$ cat config.mk
export PLATFORM = sky130hd
export DESIGN_NAME = pipeline_stage4_mem
export DESIGN_NICKNAME = d
export VERILOG_FILES = /design/src/rtl/pipeline_stage4_mem.sv
export SDC_FILE = /design/constraint.sdc
export NUM_CORES = 1
export LEC_CHECK = 0
export ABC_AREA = 1
export CAP_MARGIN = 25
export CORE_UTILIZATION = 30
export CTS_BUF_LIST = sky130_fd_sc_hd__clkbuf_8 sky130_fd_sc_hd__clkbuf_16
export DETAILED_ROUTE_END_ITERATION = 8
export GPL_TIMING_DRIVEN = 0
export PLACE_DENSITY = 0.68
export SYNTH_ARGS = -nofsm -noshare
export SYNTH_HDL_FRONTEND = slang
export SYNTH_SLANG_ARGS = --single-unit
$ cat constraint.sdc
create_clock -name clk -period 1.2 [get_ports clk]
set_input_delay 0.36 -clock clk [delete_from_list [all_inputs] [get_ports clk]]
set_output_delay 0.36 -clock clk [all_outputs]
set_load 0.02 [all_outputs]
$ cat src/rtl/pipeline_stage4_mem.sv
// Memory-access stage of the 16-bit pipelined CPU: bypass or load/store over a req/ack port, then MEM/WB register.
// Optional feature: define MEM_TIMEOUT_EN to abort accesses left unacknowledged for TIMEOUT cycles.
module pipeline_stage4_mem #(
    parameter int DATA_W  = 16,
    parameter int WA_W    = 5,
    parameter int TIMEOUT = 255
) (
    input  logic              clk,
    input  logic              rst,
    input  logic              valid_in,
    input  logic              mem_bypass_in,
    input  logic              mem_we_in,
    input  logic              aux_in,
    input  logic [WA_W-1:0]   wa_in,
    input  logic [DATA_W-1:0] alu_result_in,
    input  logic [DATA_W-1:0] store_data_in,
    output logic              stall_out,
    output logic              dmem_req,
    output logic              dmem_we,
    output logic [DATA_W-1:0] dmem_addr,
    output logic [DATA_W-1:0] dmem_wdata,
    input  logic [DATA_W-1:0] dmem_rdata,
    input  logic              dmem_ack,
    output logic              wb_valid_out,
    output logic              wb_we_out,
    output logic [WA_W-1:0]   wb_wa_out,
    output logic [DATA_W-1:0] wb_data_out,
    output logic              err_out
);

    typedef enum logic {
        IDLE   = 1'b0,
        ACCESS = 1'b1
    } state_t;

    state_t            state;
    state_t            state_nxt;
    logic              accept;
    logic              bypass_ret;
    logic              mem_done;
    logic              timeout_hit;
    logic              aux_p1;
    logic [WA_W-1:0]   wa_p1;

    always_ff @(posedge clk or negedge rst) begin
        if (!rst) begin
            state <= IDLE;
        end else begin
            state <= state_nxt;
        end
    end

    always_comb begin
        state_nxt = state;
        case (state)
            IDLE:    if (valid_in && !mem_bypass_in) state_nxt = ACCESS;
            ACCESS:  if (dmem_ack || timeout_hit)    state_nxt = IDLE;
            default: state_nxt = IDLE;
        endcase
    end

    // Ack is only honoured in ACCESS, where dmem_req is known to be high.
    always_comb begin
        accept     = 1'b0;
        bypass_ret = 1'b0;
        mem_done   = 1'b0;
        stall_out  = 1'b0;
        case (state)
            IDLE: begin
                bypass_ret = valid_in && mem_bypass_in;
                accept     = valid_in && !mem_bypass_in;
                stall_out  = accept;
            end
            ACCESS: begin
                mem_done  = dmem_ack;
                stall_out = !dmem_ack && !timeout_hit;
            end
            default: begin
                stall_out = 1'b0;
            end
        endcase
    end

`ifdef MEM_TIMEOUT_EN
    localparam int CNT_W = $clog2(TIMEOUT + 1);

    logic [CNT_W-1:0] tmo_cnt_p1;

    assign timeout_hit = (state == ACCESS) && !dmem_ack &&
                         (tmo_cnt_p1 == CNT_W'(TIMEOUT - 1));

    always_ff @(posedge clk or negedge rst) begin
        if (!rst) begin
            tmo_cnt_p1 <= '0;
            err_out    <= 1'b0;
        end else begin
            if (accept) begin
                tmo_cnt_p1 <= '0;
            end else if (state == ACCESS && !dmem_ack) begin
                tmo_cnt_p1 <= tmo_cnt_p1 + 1'b1;
            end
            if (timeout_hit) begin
                err_out <= 1'b1;
            end
        end
    end
`else
    logic unused_timeout;

    assign unused_timeout = ^TIMEOUT;
    assign timeout_hit    = 1'b0;
    assign err_out        = 1'b0;
`endif

    // Stage boundary: request registers double as the latched address, data and direction.
    always_ff @(posedge clk or negedge rst) begin
        if (!rst) begin
            dmem_req   <= 1'b0;
            dmem_we    <= 1'b0;
            dmem_addr  <= '0;
            dmem_wdata <= '0;
            aux_p1     <= 1'b0;
            wa_p1      <= '0;
        end else if (accept) begin
            dmem_req   <= 1'b1;
            dmem_we    <= mem_we_in;
            dmem_addr  <= alu_result_in;
            dmem_wdata <= store_data_in;
            aux_p1     <= aux_in;
            wa_p1      <= wa_in;
        end else if (mem_done || timeout_hit) begin
            dmem_req <= 1'b0;
            dmem_we  <= 1'b0;
        end
    end

    // Stage boundary: MEM/WB register; data and address hold between retirements.
    always_ff @(posedge clk or negedge rst) begin
        if (!rst) begin
            wb_valid_out <= 1'b0;
            wb_we_out    <= 1'b0;
            wb_wa_out    <= '0;
            wb_data_out  <= '0;
        end else begin
            wb_valid_out <= bypass_ret || mem_done || timeout_hit;
            wb_we_out    <= 1'b0;
            if (bypass_ret) begin
                wb_data_out <= alu_result_in;
                wb_wa_out   <= wa_in;
                wb_we_out   <= aux_in;
            end else if (mem_done) begin
                wb_data_out <= dmem_we ? dmem_addr : dmem_rdata;
                wb_wa_out   <= wa_p1;
                wb_we_out   <= !dmem_we && aux_p1;
            end
        end
    end

endmodule

==> run metrics <==
status=complete, but fails checks; failing checks=setup timing; IO Pins=119; gr usage total=19.0%; Async SR Flop Fraction=between 90% and 100%; CP peak stage delay=0.39 ns; H-tree Lvls=3; post-synth net total=440; DRC=0; Clock Latency Late Sink=0.34 ns; unrepaired setup endpoints after global routing=true; Post-layout nets=618; XOR/XNOR Fraction of Synth Area=0%; drt first pass iters=4; Clock transition at path regs=0.08 ns; GP Congestion=roughly 0.76; register area share after synthesis=55.1%; Cell Area, Synth=2910 µm²; Arrival @ worst endpoint=1.22 ns; root buf cell=clkbuf_8; startpoint type of the worst setup path=flip-flop; final non-filler cell total=692; post-synthesis cell type count=17; fin crit share=132%; largest family of logic cells by synthesized area=simple AND/OR/NAND/NOR gates; Via density=roughly 4.3; Peak VDD IR=~660 µV; synth top area cells=dfrtp_1 55%, nand2_1 18%, inv_1 7.2%, o21ai_0 6.5%, nor2_1 4.1%; dpl ws=-1.12 ns; Syn Inst Count=380; CP dominant cell by count=buf_6; adder-cell share of the synthesized area=0%; layout cells sized above 1=30.4%; sequential fraction of design power=between 30% and 40%; commonest cells in the netlist=140 x nand2_1, 64 x dfrtp_1, 56 x inv_1; final antenna-violating net count=0; DIE AREA=10100 µm²; Yosys warnings=0; required time of the critical path=0.84 ns; top cell type's share of synthesized area=55.1%; CP cell instances=inv_2 -> nand3b_4 -> buf_6 -> o21ai_4 -> buf_6; Fin. Hold Viols=0; CP max-delay cell=dfrtp_1; Clk pwr share=a little over a fifth; power share of the combinational group=42.3%; Lkg Pwr=2.77 nW; hold slack=0.100 ns; row count=35; Final Critical Period=1.58 ns; post-placement cell count=626; CTS tree=built; most common cell in the synthesized netlist=nand2_1; P_int=5.13 mW; HP Class=input port to asynchronous set/reset pin; first-pass GRT wire length=14600 µm; FF-to-FF setup slack=-0.16 ns; via count=roughly 3000; CP Capture Type=output port; CTS Buf Count=9; Area Growth Syn to Fin=78.3%; Switch Pwr=roughly 2.8 mW; initial drt markers=79; Max Fclk=633 MHz; area leader, netlist=dfrtp_1; core area=9330 µm²; ANT cells=0; CP max FO=2; worst slew pin tran=0.827 ns; syn avg cell area=7.66 µm²; Post-synth EDFFs=0; Clock Skews=0.0103 ns; # setup viols final=82; vias in the first global route=2979; Seq cells post-synth=64; Slew headroom=about 45%; clock sink count=64; Routed WL per cell=around 13 µm; largest net degree at the start of global routing=65; Post-Synth Simple-Gate Area=between 20% and 30%; worst setup margin=-0.380 ns; multiplexer area fraction after synthesis=0%; I/O Buffers=about 120; CTS max path bufs=2; ys flop type=dfrtp_1; final slew viol count=0; Final Cell Area=5190 µm²; routed wire length=9220 µm; GRT overflow=0; pwr dens=1540 nW/µm²; DP HPWL=slightly above 6000 µm; critical path type=flip-flop to output port; sw frac=35.7%; Chip Width=approximately 100 µm; Placed Area=4270 µm²; Die Y=100 µm; initial antenna violation count=0; Starting Density=31.2%; Filler cells=~900; compound-gate portion of the synthesized area=7.05%; maxcap violations=0
[power by group through the flow]
stage | clock network (mW) | registers, mW | logic (mW)
after global routing | 1.81 | 3.00 | 3.67
after detailed placement | 0 | 2.93 | 2.63
final | 1.66 | 2.95 | 3.37
after floorplan | 0 | 3.41 | 0.777
after CTS | 1.70 | 2.95 | 3.07
after global placement | 0 | 2.91 | 2.59
[path summary, 6_finish.rpt]
path	to	cells after the start	start
min	dmem_addr[7]$_DFFE_PN0P_	1	rst
max reg2reg	wb_wa_out[1]$_DFFE_PN0P_	8	state$_DFF_PN0_
min in group clk	state$_DFF_PN0_	2	dmem_ack
max in group asynchronous	state$_DFF_PN0_	1	rst
max	stall_out	5	state$_DFF_PN0_
min reg2reg	wa_p1[3]$_DFFE_PN0P_	2	wa_p1[3]$_DFFE_PN0P_
[area by class of cell]
class / count / area, µm² / share of cell area, %
clock inverters: 7 / 48.8 / 0.941
multi-input cells: 240 / 1130 / 21.7
clock buffers: 9 / 124 / 2.39
plain buffers: 18 / 204 / 3.93
inverters: 58 / 224 / 4.32
flip-flops and latches: 64 / 1600 / 30.9
well taps: 129 / 161 / 3.11
repair buffers: 167 / 1700 / 32.7
[stage by stage]
| step | setup TNS (ns) | power (mW) | utilization, % |
|---|---|---|---|
| after floorplan | -0.0102 | 4.19 | - |
| after global placement | -192.83 | 5.50 | 45.8 |
| after detailed placement | -40.77 | 5.56 | 45.7 |
| after CTS | -5.21 | 7.72 | 52.0 |
| after global routing | -9.70 | 8.47 | 55.6 |
| final | -5.15 | 7.97 | 55.6 |
[critical path: cells and delay by family, from the launching register on]
kind,cells,cell delay (ns)
DFF,1,0.39
buffers and inverters,3,0.35
and+or+nand+nor,1,0.08
AOI/OAI and AO/OA,1,0.05
[layout by cell type (no fill, tap or decap)]
cell type,Yosys,layout
nand3_2,1,11
buf_8,0,5
o21ai_1,2,19
inv_1,56,55
o21ai_0,38,14
dlygate4sd2_1,0,3
nand2_4,0,1
nand2_2,1,1
nor2_2,1,1
dfrtp_1,64,64
inv_2,2,1
clkbuf_8,0,9
buf_12,0,3
clkinv_2,0,3
nand3_4,0,1
nor2_1,32,30
clkbuf_16,0,1
inv_4,0,1
buf_16,0,1
clkdlybuf4s50_1,0,55
conb_1,1,1
nand2_1,140,139
o21ai_4,0,1
a21oi_1,1,1
o21ai_2,0,6
buf_4,2,48
nand3_1,22,11
clkinvlp_4,0,2
nand3b_4,0,1
clkinv_4,0,3
nor2_4,0,2
buf_6,0,69
[registers in the layout (all words and copies together) (netlist names)]
name / cells
dmem_req: 1
aux_p1: 1
state: 1
wb_valid_out: 1
dmem_we: 1
dmem_wdata: 16
wb_we_out: 1
wa_p1: 5
dmem_addr: 16
wb_wa_out: 5
wb_data_out: 16
[layer usage]
metal / routed length [µm] / GRT usage [%] / vias to the layer above
met1: 3960 / 23.3 / 1380
li1: - / - / 1501
met2: 4580 / 32.2 / 86
met3: 519 / 4.85 / 14
met4: 159 / 7.02 / 0
met5: 0 / 0 / -
[cell families after synthesis]
logic type | after synthesis
AOI/OAI and AO/OA | 41
other | 1
buffers and inverters | 76
DFF | 64
and+or+nand+nor | 198
[what timing repair did]
action / 4_1_cts / 5_1_grt
buffers inserted: 29 / 20
gates resized for setup: 382 / 70
pin swaps: 2 / 18
hold buffers: 0 / 0
cloned: 1 / 1
endpoints found under the setup margin: 120 / 120
(Power assumes the default switching activity.)
